==> config.mk <==
export PLATFORM = sky130hd
export DESIGN_NAME = des_key_schedule_flat
export DESIGN_NICKNAME = d
export VERILOG_FILES = /design/src/rtl/des_pkg.sv /design/src/rtl/des_key_schedule_if.sv /design/src/rtl/des_pc2.sv /design/src/rtl/des_key_schedule.sv /design/src/flat_wrapper.sv
export SDC_FILE = /design/constraint.sdc
export NUM_CORES = 1
export LEC_CHECK = 0
export ABC_AREA = 1
export BUFFER_PORTS_ARGS = -buffer_cell sky130_fd_sc_hd__buf_4
export CAP_MARGIN = 20
export CORE_UTILIZATION = 32
export DETAILED_ROUTE_END_ITERATION = 10
export SLEW_MARGIN = 5
export SYNTH_ARGS = -nofsm -noshare
export SYNTH_HDL_FRONTEND = slang
export SYNTH_HIERARCHICAL = 1
export SYNTH_SLANG_ARGS = --single-unit
==> constraint.sdc <==
create_clock -name clk -period 3.8 [get_ports clk]
set_clock_uncertainty 0.2 [all_clocks]
set_input_delay 0.76 -clock clk [delete_from_list [all_inputs] [get_ports clk]]
set_output_delay 0.76 -clock clk [all_outputs]
set_load 0.01 [all_outputs]
==> src/rtl/des_pkg.sv <==
// DES key-schedule constants and helpers: PC-1/PC-2 permutations, rotate schedules,
// 28-bit half rotations and the key-schedule state encoding. Shared with the round datapath.
package des_pkg;

    localparam int unsigned KEY_W    = 64;
    localparam int unsigned CD_W     = 56;
    localparam int unsigned HALF_W   = 28;
    localparam int unsigned SUBKEY_W = 48;
    localparam int unsigned STEP_W   = 5;
    localparam int unsigned ROUNDS   = 16;

    typedef enum logic {
        ST_IDLE = 1'b0,
        ST_EMIT = 1'b1
    } state_t;

    // Entry i is the rotate amount applied when entering step i+1.
    localparam logic [1:0] ENC_SHIFT [ROUNDS] = '{
        2'd1, 2'd1, 2'd2, 2'd2, 2'd2, 2'd2, 2'd2, 2'd2,
        2'd1, 2'd2, 2'd2, 2'd2, 2'd2, 2'd2, 2'd2, 2'd1
    };
    localparam logic [1:0] DEC_SHIFT [ROUNDS] = '{
        2'd0, 2'd1, 2'd2, 2'd2, 2'd2, 2'd2, 2'd2, 2'd2,
        2'd1, 2'd2, 2'd2, 2'd2, 2'd2, 2'd2, 2'd2, 2'd1
    };

    function automatic logic [1:0] shift_amt(input logic dir, input logic [3:0] idx);
        return dir ? DEC_SHIFT[idx] : ENC_SHIFT[idx];
    endfunction

    // Left rotate for encryption, right rotate for decryption.
    function automatic logic [1:HALF_W] rot28(input logic [1:HALF_W] x, input logic right,
                                              input logic [1:0] n);
        logic [1:HALF_W] r;
        r = x;
        case ({right, n})
            3'b001:  r = {x[2:28], x[1]};
            3'b010:  r = {x[3:28], x[1:2]};
            3'b101:  r = {x[28], x[1:27]};
            3'b110:  r = {x[27:28], x[1:26]};
            default: r = x;
        endcase
        return r;
    endfunction

    function automatic logic [1:CD_W] pc1(input logic [1:KEY_W] k);
        return {k[57], k[49], k[41], k[33], k[25], k[17], k[9],
                k[1],  k[58], k[50], k[42], k[34], k[26], k[18],
                k[10], k[2],  k[59], k[51], k[43], k[35], k[27],
                k[19], k[11], k[3],  k[60], k[52], k[44], k[36],
                k[63], k[55], k[47], k[39], k[31], k[23], k[15],
                k[7],  k[62], k[54], k[46], k[38], k[30], k[22],
                k[14], k[6],  k[61], k[53], k[45], k[37], k[29],
                k[21], k[13], k[5],  k[28], k[20], k[12], k[4]};
    endfunction

    function automatic logic [1:SUBKEY_W] pc2(input logic [1:CD_W] cd);
        return {cd[14], cd[17], cd[11], cd[24], cd[1],  cd[5],
                cd[3],  cd[28], cd[15], cd[6],  cd[21], cd[10],
                cd[23], cd[19], cd[12], cd[4],  cd[26], cd[8],
                cd[16], cd[7],  cd[27], cd[20], cd[13], cd[2],
                cd[41], cd[52], cd[31], cd[37], cd[47], cd[55],
                cd[30], cd[40], cd[51], cd[45], cd[33], cd[48],
                cd[44], cd[49], cd[39], cd[56], cd[34], cd[53],
                cd[46], cd[42], cd[50], cd[36], cd[29], cd[32]};
    endfunction

endpackage

==> src/rtl/des_key_schedule_if.sv <==
// Key load request and subkey valid/ready stream of the DES key schedule.
interface des_key_schedule_if;
    import des_pkg::*;

    logic [1:KEY_W]      key_in;
    logic                decrypt;
    logic                start;
    logic [1:SUBKEY_W]   subkey;
    logic                subkey_valid;
    logic                subkey_ready;
    logic [STEP_W-1:0]   round_idx;
    logic                busy;
    logic                done;

    modport master (
        output key_in, decrypt, start, subkey_ready,
        input  subkey, subkey_valid, round_idx, busy, done
    );

    modport slave (
        input  key_in, decrypt, start, subkey_ready,
        output subkey, subkey_valid, round_idx, busy, done
    );

endinterface

==> src/rtl/des_pc2.sv <==
// Combinational PC-2 compression of the concatenated C/D registers into a round subkey.
module des_pc2
    import des_pkg::*;
(
    input  logic [1:CD_W]     cd,
    output logic [1:SUBKEY_W] subkey
);

    assign subkey = pc2(cd);

endmodule

==> src/rtl/des_key_schedule.sv <==
// Sequential DES key schedule: loads a key and streams K1..K16 (or K16..K1) over valid/ready.
module des_key_schedule
    import des_pkg::*;
(
    input  logic                  clk,
    input  logic                  rst,
    des_key_schedule_if.slave     bus
);

    state_t              state_q;
    state_t              state_d;
    logic [1:HALF_W]     c_q;
    logic [1:HALF_W]     d_q;
    logic [STEP_W-1:0]   step_q;
    logic                dir_q;
    logic                done_q;

    logic [1:CD_W]       pc1_key;
    logic [1:0]          load_amt;
    logic [1:0]          step_amt;
    logic [1:SUBKEY_W]   subkey_w;
    logic                hs;
    logic                last;

    assign pc1_key  = pc1(bus.key_in);
    assign load_amt = shift_amt(bus.decrypt, 4'd0);
    assign step_amt = shift_amt(dir_q, step_q[3:0]);
    assign hs       = (state_q == ST_EMIT) && bus.subkey_ready;
    assign last     = (step_q == STEP_W'(ROUNDS));

    // State register
    always_ff @(posedge clk or posedge rst) begin
        if (rst) state_q <= ST_IDLE;
        else     state_q <= state_d;
    end

    // Next-state logic
    always_comb begin
        state_d = state_q;
        case (state_q)
            ST_IDLE: if (bus.start)  state_d = ST_EMIT;
            ST_EMIT: if (hs && last) state_d = ST_IDLE;
            default: state_d = ST_IDLE;
        endcase
    end

    // Outputs decoded from state and step registers only
    always_comb begin
        bus.subkey_valid = 1'b0;
        bus.busy         = 1'b0;
        bus.round_idx    = '0;
        if (state_q == ST_EMIT) begin
            bus.subkey_valid = 1'b1;
            bus.busy         = 1'b1;
            bus.round_idx    = dir_q ? STEP_W'(STEP_W'(ROUNDS + 1) - step_q) : step_q;
        end
    end

    // C/D halves, step counter, direction and done pulse
    always_ff @(posedge clk or posedge rst) begin
        if (rst) begin
            c_q    <= '0;
            d_q    <= '0;
            step_q <= '0;
            dir_q  <= 1'b0;
            done_q <= 1'b0;
        end else begin
            done_q <= 1'b0;
            if ((state_q == ST_IDLE) && bus.start) begin
                c_q    <= rot28(pc1_key[1:28], 1'b0, load_amt);
                d_q    <= rot28(pc1_key[29:56], 1'b0, load_amt);
                dir_q  <= bus.decrypt;
                step_q <= STEP_W'(1);
            end else if (hs) begin
                if (last) begin
                    c_q    <= '0;
                    d_q    <= '0;
                    step_q <= '0;
                    done_q <= 1'b1;
                end else begin
                    c_q    <= rot28(c_q, dir_q, step_amt);
                    d_q    <= rot28(d_q, dir_q, step_amt);
                    step_q <= step_q + STEP_W'(1);
                end
            end
        end
    end

    des_pc2 u_pc2 (
        .cd     ({c_q, d_q}),
        .subkey (subkey_w)
    );

    assign bus.subkey = subkey_w;
    assign bus.done   = done_q;

endmodule

==> src/flat_wrapper.sv <==
// flat-port wrapper written by rule: the top's interface ports become plain ports
module des_key_schedule_flat import des_pkg::*;
  (clk, rst, bus_key_in, bus_decrypt, bus_start, bus_subkey_ready, bus_subkey, bus_subkey_valid, bus_round_idx, bus_busy, bus_done);
  des_key_schedule_if bus_i ();
  input  logic clk;
  input  logic rst;
  input wire logic [$bits(bus_i.key_in)-1:0] bus_key_in;
  input wire logic [$bits(bus_i.decrypt)-1:0] bus_decrypt;
  input wire logic [$bits(bus_i.start)-1:0] bus_start;
  input wire logic [$bits(bus_i.subkey_ready)-1:0] bus_subkey_ready;
  output wire logic [$bits(bus_i.subkey)-1:0] bus_subkey;
  output wire logic [$bits(bus_i.subkey_valid)-1:0] bus_subkey_valid;
  output wire logic [$bits(bus_i.round_idx)-1:0] bus_round_idx;
  output wire logic [$bits(bus_i.busy)-1:0] bus_busy;
  output wire logic [$bits(bus_i.done)-1:0] bus_done;
  assign bus_i.key_in = bus_key_in;
  assign bus_i.decrypt = bus_decrypt;
  assign bus_i.start = bus_start;
  assign bus_i.subkey_ready = bus_subkey_ready;
  assign bus_subkey = bus_i.subkey;
  assign bus_subkey_valid = bus_i.subkey_valid;
  assign bus_round_idx = bus_i.round_idx;
  assign bus_busy = bus_i.busy;
  assign bus_done = bus_i.done;
  des_key_schedule u_core (.clk(clk), .rst(rst), .bus(bus_i));
endmodule
# Yosys cells after proc, flatten, opt, wreduce, memory -nomap -nowiden
# Memory sizes are Yosys's and may differ from the RTL's.
# Index checks and enable logic that the tools add are counted.
# Widths: inputs -> output; s select.
dict set report totals {
  register_bits 64
  rom_bits 64
  output_inout_bits 56
  mem_count 2
}
# name depth width read_ports rd_clocked_by_memory_dff wr line
set mem_list {}
lappend mem_list {{(name not given)} 16 2 1 0 0 des_pkg.sv:28} ;# return dir ? DEC_SHIFT[idx] : ENC_SHIFT[idx];
lappend mem_list {{(name not given)} 16 2 1 0 0 des_pkg.sv:28}
dict set report classes {
  addsub 2
  n_lt_le_gt_ge 1
  n_eq_ne 7
  mux 28
  bitwise_logic 2
  n_reduce_logical 6
}
# operator count
set op_table {}
lappend op_table {{$pmux 28 s4} 2}
lappend op_table {{$mux 28} 6}
lappend op_table {{$pmux 28 s2} 2}
lappend op_table {{$mux 5} 5}
lappend op_table {{$mux 2} 5}
lappend op_table {{$mux 1} 7}
lappend op_table {{$eq 3x3->1 const B} 2}
lappend op_table {{$reduce_bool 6->1} 1}
lappend op_table {{$add 5x1->5 const B} 1}
lappend op_table {{$eq 5x5->1 const B} 1}
lappend op_table {{$ge 5x5->1 const B} 1}
lappend op_table {{$not 4->5} 1}
lappend op_table {{$sub 5x5->5 const A} 1}
lappend op_table {{$eq 3x1->1 const B} 1}
lappend op_table {{$eq 3x2->1 const B} 1}
lappend op_table {{$logic_and 1x1->1} 3}
lappend op_table {{$eq 2x1->1 const B} 1}
lappend op_table {{$eq 2x2->1 const B} 1}
lappend op_table {{$pmux 1 s2} 1}
lappend op_table {{$reduce_and 2->1} 1}
lappend op_table {{$reduce_bool 2->1} 1}
lappend op_table {{$not 1->1} 1}

# Depth between registers and ports, before layout
dict set report logic_depth {
  ltp_word 10
  depth_mapped 14
}

# By module
# The synthesis kept the hierarchy.
# mod instances cells_each area_per_inst_um2 seq_area_each_um2
set modules_own_cells {}
lappend modules_own_cells {des_key_schedule 1 1111 6150.9 1601.5}
lappend modules_own_cells {des_pc2 1 48 360.3 0.0}

# Worst setup path after synthesis
# OpenSTA, ideal clock, no wires.
dict set report synth_path {
  path_type {register to output}
  startpoint {register u_core.step_q[2]}
  endpoint {output port bus_round_idx[3]}
  arrival_time_ns 1.147
  required_ns 2.840
  path_slack_ns 1.693
  stages_incl_launch_ff 6
  n_path_buf 0
  cell_sequence {dfrtp_1 -> inv_2 -> ha_1 -> nor2_1 -> o21ai_0 -> a21oi_1}
}
dict set report synth_between {
  elab_chain_cells 3
}
# item line
set synth_lines {}
lappend synth_lines {{from (decl)} des_key_schedule.sv:14} ;# logic [STEP_W-1:0] step_q;
lappend synth_lines {{from (signal assigned)} des_key_schedule.sv:83} ;# step_q <= step_q + STEP_W'(1);
lappend synth_lines {{$sub 5x5->5} des_key_schedule.sv:55} ;# bus.round_idx = dir_q ? STEP_W'(STEP_W'(ROUNDS + 1) - step_q) : step_q;
lappend synth_lines {{$mux 5} des_key_schedule.sv:55}
lappend synth_lines {{$mux 5} des_key_schedule.sv:52} ;# if (state_q == ST_EMIT) begin
lappend synth_lines {{to (decl)} flat_wrapper.sv:13} ;# output wire logic [$bits(bus_i.round_idx)-1:0] bus_round_idx;
# No other way between the ends.

# Final worst setup path
dict set report layout_path {
  startpoint {register u_core.step_q[0]}
  endpoint {register u_core/d_q[11] (netlist bit)}
}
dict set report layout_between {
  elab_chain_cells 10
  elab_cells_between_ends 19
  cone_classes {eq/ne: 5; mux: 9; bitwise: 1; reduce/logical: 2; memory: 2}
}
# item line
set layout_lines {}
lappend layout_lines {{$not 4->5 (not written as such)} des_pkg.sv:28}
lappend layout_lines {{$mem_v2 16x2} -}
lappend layout_lines {{$mux 2 (not written as such) (2 in series)} des_pkg.sv:28}
lappend layout_lines {{$mux 2} des_pkg.sv:28}
lappend layout_lines {{$eq 3x3->1 (tied with other cells)} des_pkg.sv:36} ;# case ({right, n})
lappend layout_lines {{$pmux 28 s4} des_pkg.sv:36}
lappend layout_lines {{$mux 28} des_key_schedule.sv:75} ;# if (last) begin
lappend layout_lines {{$mux 28} des_key_schedule.sv:74} ;# end else if (hs) begin
lappend layout_lines {{$mux 28} des_key_schedule.sv:69} ;# if ((state_q == ST_IDLE) && bus.start) begin
lappend layout_lines {{to (signal assigned)} des_key_schedule.sv:71} ;# d_q <= rot28(pc1_key[29:56], 1'b0, load_amt);
lappend layout_lines {{to (signal assigned)} des_key_schedule.sv:82} ;# d_q <= rot28(d_q, dir_q, step_amt);
lappend layout_lines {{to (decl)} des_key_schedule.sv:13} ;# logic [1:HALF_W] d_q;
# Several ways; a longest one is shown, not always the timed one. The select of a mux whose other input is x is not followed.
# A chain may end at the register's enable or synchronous reset.

==> summary.md <==
| Metric | Value |
|---|---|
| Status | finished clean |
| Final Hold Viols | 0 |
| Main synth FF type | dfrtp_1 |
| FF-to-FF Start | u_core/step_q[0] |
| CP Capture Type | flop |
| Maximum VDD drop | 0.803 mV |
| CTS H-tree depth | 3 |
| Leakage | 3.98 nW |
| Fin Setup TNS | 0 ns |
| Syn_nets | around 1200 |
| Die Width | 145 um |
| Clk buf depth | 2 |
| Min-Delay Path Class | input pin to async pin |
| Pre-antenna DRT Iters | 5 |
| Pwr Density | 1020 nW/um^2 |
| Initial Utilization | 0.330 |
| Utilization after layout | 0.376 |
| CP arrival | 2.89 ns |
| Postcts setup bufs | 0 |
| Die height | 145 um |
| Post-synth EDFFs | 0 |
| Share of synthesized registers carrying an async set or reset | 1.00 |
| Multi-input gate area in the final layout | 3650 um^2 |
| CTS tree | yes |
| Remaining antenna violation count | 0 |
| Vias in the first global route | 6327 |
| # DRC | 0 |
| Setup Crit Path Kind | flop to flop |
| Largest net degree at the start of global routing | 57 |
| Slew margin rel. | 0.488 |
| YS warnings | 6 |
| Diode count | 0 |
| GPL Wtd Cong | 0.822 |
| Net count, final | 1251 |
| First DRT Iteration DRCs | 520 |
| Clk slew on worst S/H paths | about 0.060 ns |
| # Max-Cap Violations | 0 |
| Final Slew Violations | 0 |
| Vias | around 7000 |
| #FFs+latches synth | 64 |
| Sink Count | 64 |
| Register area | 1600 um^2 |
| Min Tclk post-route | 2.86 ns |
| Seq/Total Area, Yosys | 0.246 |
| Avg Cell Area, Syn | between 5 and 6 um^2 |
| Synth Instances | between 1000 and 1500 |
| Initial antenna violation count | 0 |
| Dpl hpwl | 13400 um |
| Clk_lat worst skew | 0.34 ns |
| Fin cells | 1447 |
| CTS root buffer | clkbuf_16 |
| Layout area overhead | 13.9% |
| Layout cell share with drive strength beyond 1 | 0.140 |
| RSZ-0062 raised after global routing | no |
| Full die area | 20900 um^2 |
| First-pass GRT wire length | between 30000 and 40000 um |
| DR vias/cell | 4.87 |
| Core Box Area | just under 20000 um^2 |
| Period utilisation layout | 0.754 |
| Max Clock Freq | between 300 and 400 MHz |
| Fillers | approximately 2200 |
| CP required | 3.83 ns |
| CP max FO | 36 |
| Cts-stage hold buffer count | 0 |
| Gr ovfl total | 0 |
| Slew @ Worst Pin | roughly 0.76 ns |
| CTS Buf Count | 9 |
| Wire per inst | approximately 14 um |
| Post_cts resized | 0 |
| DRT Wirelength | 20100 um |
| I/O pin cnt | around 130 |
| Cell area after synthesis | 6510 um^2 |
| Distinct cells, synth | 28 |
| Row cnt | 51 |
| Final setup fails | 0 |
| Port bufs | 116 |
| CP startpoint kind | flop |
| CP Launch Point | u_core/step_q[0] |
| Gr usage total | 0.200 |
| Dpl cells | about 1400 |
[path summary, 6_finish.rpt]
kind	slack, ns	endpoint	depth (start not counted)
worst min-delay path	0.32	u_core/c_q[16]	2
max in group asynchronous	2.33	u_core/d_q[18]	3
worst max-delay path	0.94	u_core/d_q[11]	14
min in group clk	0.36	u_core/d_q[10]	2
worst min register to register	0.36	u_core/d_q[10]	2
worst max register to register	0.94	u_core/d_q[11]	14
[flip-flops by register name, summed over array words and instances (netlist names)]
register,count
u_core/step_q,5
u_core/c_q,28
u_core/bus.done,1
u_core/dir_q,1
u_core/d_q,28
u_core/state_q,1
[cell usage after synthesis (3+ instances only)]
cell	count	area, um^2
buf_1	3	11.3
nor3_1	54	270
buf_4	57	428
inv_2	6	22.5
nor2_1	231	867
buf_6	6	67.6
dfrtp_1	64	1600
ha_1	5	62.6
o21ai_0	10	50.1
inv_1	123	462
a21oi_1	116	581
nand3_1	117	586
clkbuf_1	19	71.3
o22ai_1	4	25.0
nand2_1	287	1080
buf_2	41	205
[layout by cell type (no fill, tap or decap), drive strengths merged]
master and count:
nand2 290, nor2 232, buf 133, inv 128, nand3 119, a21oi 117, dfrtp 64, nor3 54
clkbuf 13, o21ai 11, ha 5, clkinv 5, o22ai 4, xor2 2, a211oi 2, bufinv 1
nand4 1, xnor2 1
[metal layers]
layer,routed length (um),track usage,vias up
li1,-,-,3599
met1,9200,0.265,3149
met2,9190,0.329,271
met3,1500,0.0421,21
met4,242,0.0460,0
met5,0,0,-
[worst max-delay path, stage by stage, from the launching register on]
cell and delay (ns):
dfrtp_1 0.40, inv_1 0.12, ha_1 0.25, nand2_1 0.08, nand2_1 0.05, nand2_1 0.07
nand2_2 0.11, nand2_4 0.26, buf_4 0.43, clkinv_2 0.11, buf_4 0.26, nand2_1 0.09
nand3_1 0.08, nand2_1 0.13, a21oi_1 0.07
[report_power, final]
group          leakage [nW]  internal (mW)  switching [mW]
clock network         0.150          0.542           0.315
logic                  3.11           1.92            3.32
registers             0.717           1.05           0.396
[logic make-up (layout without fill, tap and decap cells)]
logic type,Yosys count,count (layout),synth area share
compound gates,134,134,0.106
xor+xnor,3,3,0.00404
fa+ha+maj,5,5,0.00961
buf+inv,257,280,0.196
flops,64,64,0.246
simple gates,696,696,0.439
[stage by stage]
stage	setup WS, ns	hold slack (ns)	total power, mW	area [um^2]
after floorplan	1.24	0.315	5.59	6510
after global placement	0.934	0.336	6.62	7110
after detailed placement	0.887	0.345	6.67	7110
after CTS	0.972	0.341	7.57	7410
after global routing	0.735	0.370	8.35	7410
final	0.936	0.320	7.54	7410
[cell type report]
cell class              count  area share
clock buffers              13      0.0351
well taps                 265      0.0447
inverters                 131      0.0665
multi-input cells         838       0.492
flip-flops and latches     64       0.216
clock inverters             3     0.00540
repair buffers            133       0.140
Power figures use the tool's default switching activity.
